### src/rtl/sync_fifo_flex.sv
// Single-clock FIFO with programmable thresholds, occupancy count, sticky error
// flags and a selectable registered-read or first-word-fall-through read port.
module sync_fifo_flex #(
    parameter int unsigned FIFO_WIDTH      = 8,
    parameter int unsigned FIFO_DEPTH      = 16,
    parameter int unsigned FIFO_addr       = 4,
    parameter int unsigned ALMOST_FULL_TH  = 12,
    parameter int unsigned ALMOST_EMPTY_TH = 4,
    parameter int unsigned FWFT            = 0
) (
    input  logic                  clk,
    input  logic                  reset_n,
    input  logic                  wr_en,
    input  logic [FIFO_WIDTH-1:0] data_in,
    input  logic                  rd_en,
    input  logic                  clr_err,
    output logic [FIFO_WIDTH-1:0] data_out,
    output logic                  data_valid,
    output logic                  full,
    output logic                  empty,
    output logic                  almost_full,
    output logic                  almost_empty,
    output logic [FIFO_addr:0]    count,
    output logic                  overflow,
    output logic                  underflow
);

    localparam int unsigned AW = FIFO_addr;
    localparam int unsigned PW = FIFO_addr + 1;
    localparam int unsigned CW = FIFO_addr + 1;

    logic [FIFO_WIDTH-1:0] mem [FIFO_DEPTH];

    logic [PW-1:0]         wr_ptr_q, wr_ptr_d;
    logic [PW-1:0]         rd_ptr_q, rd_ptr_d;
    logic [CW-1:0]         count_q, count_d;
    logic                  full_q, full_d;
    logic                  empty_q, empty_d;
    logic                  almost_full_q, almost_full_d;
    logic                  almost_empty_q, almost_empty_d;
    logic                  overflow_q, overflow_d;
    logic                  underflow_q, underflow_d;
    logic [FIFO_WIDTH-1:0] data_out_q, data_out_d;
    logic                  data_valid_q, data_valid_d;
    logic                  wr_ok_c, rd_ok_c;
    logic [FIFO_WIDTH-1:0] head_c;

    // Accept decisions, next state and next outputs from registered state
    always_comb begin
        rd_ok_c      = rd_en & ~empty_q;
        wr_ok_c      = wr_en & (~full_q | rd_ok_c);
        wr_ptr_d     = wr_ptr_q;
        rd_ptr_d     = rd_ptr_q;
        count_d      = count_q;
        data_out_d   = data_out_q;
        data_valid_d = 1'b0;

        if (wr_ok_c) wr_ptr_d = wr_ptr_q + PW'(1);
        if (rd_ok_c) rd_ptr_d = rd_ptr_q + PW'(1);
        case ({wr_ok_c, rd_ok_c})
            2'b10:   count_d = count_q + CW'(1);
            2'b01:   count_d = count_q - CW'(1);
            default: count_d = count_q;
        endcase

        full_d         = (count_d == CW'(FIFO_DEPTH));
        empty_d        = (count_d == '0);
        almost_full_d  = (count_d >= CW'(ALMOST_FULL_TH));
        almost_empty_d = (count_d <= CW'(ALMOST_EMPTY_TH));
        overflow_d     = (wr_en & ~wr_ok_c) | (overflow_q & ~clr_err);
        underflow_d    = (rd_en & ~rd_ok_c) | (underflow_q & ~clr_err);

        // Next head bypasses memory when it is the word being written this edge
        head_c = (wr_ok_c && (rd_ptr_d == wr_ptr_q)) ? data_in : mem[rd_ptr_d[AW-1:0]];

        if (FWFT != 0) begin
            data_out_d   = head_c;
            data_valid_d = ~empty_d;
        end else begin
            if (rd_ok_c) data_out_d = mem[rd_ptr_q[AW-1:0]];
            data_valid_d = rd_ok_c;
        end
    end

    always_ff @(posedge clk) begin
        if (!reset_n) begin
            wr_ptr_q       <= '0;
            rd_ptr_q       <= '0;
            count_q        <= '0;
            full_q         <= 1'b0;
            empty_q        <= 1'b1;
            almost_full_q  <= 1'b0;
            almost_empty_q <= 1'b1;
            overflow_q     <= 1'b0;
            underflow_q    <= 1'b0;
            data_out_q     <= '0;
            data_valid_q   <= 1'b0;
        end else begin
            wr_ptr_q       <= wr_ptr_d;
            rd_ptr_q       <= rd_ptr_d;
            count_q        <= count_d;
            full_q         <= full_d;
            empty_q        <= empty_d;
            almost_full_q  <= almost_full_d;
            almost_empty_q <= almost_empty_d;
            overflow_q     <= overflow_d;
            underflow_q    <= underflow_d;
            data_out_q     <= data_out_d;
            data_valid_q   <= data_valid_d;
        end
    end

    // Storage is never reset; writes are blocked during reset
    always_ff @(posedge clk) begin
        if (reset_n && wr_ok_c) mem[wr_ptr_q[AW-1:0]] <= data_in;
    end

    assign data_out     = data_out_q;
    assign data_valid   = data_valid_q;
    assign full         = full_q;
    assign empty        = empty_q;
    assign almost_full  = almost_full_q;
    assign almost_empty = almost_empty_q;
    assign count        = count_q;
    assign overflow     = overflow_q;
    assign underflow    = underflow_q;

endmodule

### config.mk
export PLATFORM = sky130hd
export DESIGN_NAME = sync_fifo_flex
export DESIGN_NICKNAME = d
export VERILOG_FILES = /design/src/rtl/sync_fifo_flex.sv
export SDC_FILE = /design/constraint.sdc
export NUM_CORES = 1
export LEC_CHECK = 0
export CAP_MARGIN = 30
export CORE_ASPECT_RATIO = 2
export CORE_MARGIN = 3
export CORE_UTILIZATION = 64
export CTS_CLUSTER_SIZE = 25
export DETAILED_ROUTE_END_ITERATION = 12
export GPL_TIMING_DRIVEN = 0
export HOLD_SLACK_MARGIN = 0.03
export PLACE_DENSITY = 0.91
export SLEW_MARGIN = 10
export SYNTH_ARGS = -nofsm -noshare
export SYNTH_HDL_FRONTEND = slang
export SYNTH_SLANG_ARGS = --single-unit
### constraint.sdc
create_clock -name clk -period 6 [get_ports clk]
set_clock_uncertainty 0.05 [all_clocks]
set_input_delay 1.2 -clock clk [delete_from_list [all_inputs] [get_ports clk]]
set_output_delay 1.2 -clock clk [all_outputs]
set_load 0.01 [all_outputs]
==> impl_metrics.ini <==
[placed_design]
io_buffers = 31
place_inst = 520
place.gp.congestion = 0.828
place_hpwl_um = 8440
dpl_worst_slack_ps = 1780

[timing]
max_slew.worst_pin.slew_ps = 1020
fmax_mhz = 264
finalCriticalPeriod_ps = 3790
timing.slew.headroom_pct = 31.8
finalSetupTns_ps = 0
finalWorstSetupSlack_ps = 2210
finalMaxSlewViolations = 0
finalSetupViolCount = 0
hold_viol = 0
min_period_over_period_pct = 63.1
rsz0062_at_grt = no

[layout]
layout-drive-gt1-share_pct = 15.9
antenna_cells = 0
area_delta_synth_final_pct = 17.5
fin_util_pct = 77.6
nets = 430
finalNonFillerCells = 552

[global_routing]
grt_pass1_vias = 3597
grt_antenna_before_repair = 0
grt_pass1_wl_um = 20800
track_usage_pct = 27.2
overflow = 0
grt_max_degree = 17

[yosys]
yosysUniqueCellTypes = 46
synth_area_um2 = 6240
syn_avg_cell_area_um2 = 17.5
synth-edff-count = 128
synth_nets = 378
synth-seq-cells = 156
synthFlopType = edfxtp_1
yosys_warnings = 0
synth.yosys.seq_area_share_pct = 70.6
syn_inst = 357
ys_async_sr_fraction_pct = 0

[worst_setup_path]
required_ps = 6250
r2r-end = almost_full
critical_path.max_fanout = 10
startpoint = rd_en
arrival_ps = 4040
crit_type = input port to register
ff2ff_path_depth = 12
cp-start-kind = input port
r2r_start = empty
cp-endpoint = almost_full
worst-r2r-setup-slack_ps = 3090
cp-end-kind = register

[floorplanning]
num_rows = 50
die_area_um2 = 11000
die_w_um = 75.8
fp.dieH_um = 146
start_util_pct = 66.1
ios = 33
core_area_um2 = 9450

[route]
drcViolationCount = 0
vias_per_cell = 6.33
routedWlPerCell_um = 24.5
vias = 3493
routed_wl_um = 13500
drt_iter0_markers = 338
first_pass_iters = 5
final_antenna_net_count = 0

[power]
leakage_nw = 2.46
max-vdd-ir-drop_mv = 0.344
power_density_nw_per_um2 = 370

[run]
max_cap_viol_count = 0

[clock_network]
cts-root-buf = clkbuf_16
ctsResizeCount = 0
clock-sinks = 156
cts_setup_buffers = 0
cts_buffer_depth = 2
tritoncts = yes
clk_latency_ps = 420
htree_num_levels = 4
cts_made_buffers = 17
cts.clk_slew.worst_paths_ps = 60
holdBufCountCts = 0

[outcome]
status = complete, no violations

[hold_path]
hold_class = register to register
stage by stage:
step	power (mW)	cell area, um^2	hold WS, ps
floorplan	1.51	6240	432
global placement	1.63	6720	402
global route	2.80	7330	424
CTS	2.72	7330	414
detailed placement	1.64	6740	406
finish	2.71	7330	412
cell families after synthesis:
family                   Yosys count  synth area share [%]
buffers and inverters             30                  2.77
multiplexers                      38                  13.1
AND/OR/NAND/NOR                   66                  5.01
flip-flops                       156                  70.6
XOR/XNOR                          11                  1.54
adder cells (fa/ha/maj)            8                  1.60
AO/OA/AOI/OAI                     48                  5.45
cells in the final DEF (no fill, tap or decap), types with 2 or more instances in the layout:
| cell type | Yosys | final |
|---|---|---|
| nor2_1 | 28 | 28 |
| ha_1 | 8 | 8 |
| clkbuf_16 | 0 | 17 |
| clkinv_2 | 0 | 3 |
| inv_6 | 0 | 3 |
| xor2_1 | 9 | 9 |
| nor3_2 | 0 | 2 |
| mux4_2 | 23 | 23 |
| o21ai_1 | 3 | 3 |
| mux4_1 | 9 | 9 |
| clkdlybuf4s50_1 | 0 | 31 |
| buf_2 | 1 | 3 |
| nor2b_1 | 3 | 3 |
| nand4_1 | 2 | 2 |
| nand3_1 | 6 | 6 |
| mux2i_1 | 5 | 5 |
| clkinv_4 | 0 | 3 |
| a22oi_1 | 15 | 15 |
| nor3_1 | 6 | 4 |
| buf_1 | 5 | 5 |
| clkbuf_1 | 9 | 10 |
| xnor2_1 | 2 | 2 |
| inv_1 | 8 | 8 |
| dfxtp_1 | 28 | 28 |
| nand2_1 | 9 | 9 |
| a21oi_1 | 12 | 12 |
| nand2b_1 | 6 | 6 |
| clkinv_1 | 1 | 2 |
| buf_4 | 2 | 2 |
| bufinv_16 | 0 | 3 |
| a31o_1 | 7 | 7 |
| edfxtp_1 | 128 | 128 |
| buf_12 | 2 | 2 |
worst min-delay path by stage:
stage | start | endpoint | depth (start not counted)
after floorplan | data_out[7] | data_out[7] | 2
after global placement | data_out[7] | data_out[7] | 2
after detailed placement | data_out[7] | data_out[7] | 2
after CTS | data_out[7] | data_out[7] | 2
after global routing | data_out[7] | data_out[7] | 2
final | data_out[7] | data_out[7] | 2
sequential cells by signal (all words and copies together), names as in the netlist:
register / count
mem: 128
empty: 1
almost_empty: 1
underflow: 1
overflow: 1
rd_ptr_q: 4
count: 5
data_valid: 1
full: 1
data_out: 8
almost_full: 1
wr_ptr_q: 4
cells in the mapped netlist, drive strengths merged (2+ instances only):
cell	instances	area (um^2)
a21oi	12	60.1
a22oi	15	113
a31o	7	61.3
buf	12	105
clkbuf	9	33.8
dfxtp	28	561
edfxtp	128	3840
ha	8	100
inv	8	30.0
mux2i	5	50.1
mux4	32	754
nand2	10	40.0
nand2b	6	37.5
nand3	6	30.0
nand4	2	12.5
nor2	28	105
nor2b	3	18.8
nor3	6	30.0
o21ai	4	20.0
xnor2	2	17.5
xor2	9	78.8
power breakdown:
group	switching [mW]	leakage (nW)	internal, mW	total [mW]
Sequential	0.0249	1.38	1.21	1.23
Clock	0.427	0.292	0.656	1.08
Combinational	0.196	0.781	0.198	0.394
Total	0.648	2.46	2.06	2.71
critical path, stage by stage:
cell             delay (ps)
clkdlybuf4s50_1         490
nand2b_1                110
a21boi_2                400
inv_1                   120
ha_1                    210
buf_4                   160
xor2_1                  160
ha_1                    240
a21oi_1                 170
mux2i_1                 230
xor2_1                  300
nand2b_1                170
o22ai_1                  80
layout make-up:
class / count / area, um^2
Sequential cell: 156 / 4400
Fill cell: 514 / 2110
Multi-Input combinational cell: 171 / 1680
Clock buffer: 18 / 429
Timing Repair Buffer: 33 / 320
Clock inverter: 14 / 169
Tap cell: 130 / 163
Buffer: 21 / 139
Inverter: 9 / 33.8
metal layers:
layer / track usage (%) / wire length [um]
met1: 33.8 / 4930
met2: 43.7 / 7410
met3: 7.12 / 652
met4: 12.3 / 515
met5: 0 / 0
Power figures use the tool's default switching activity.
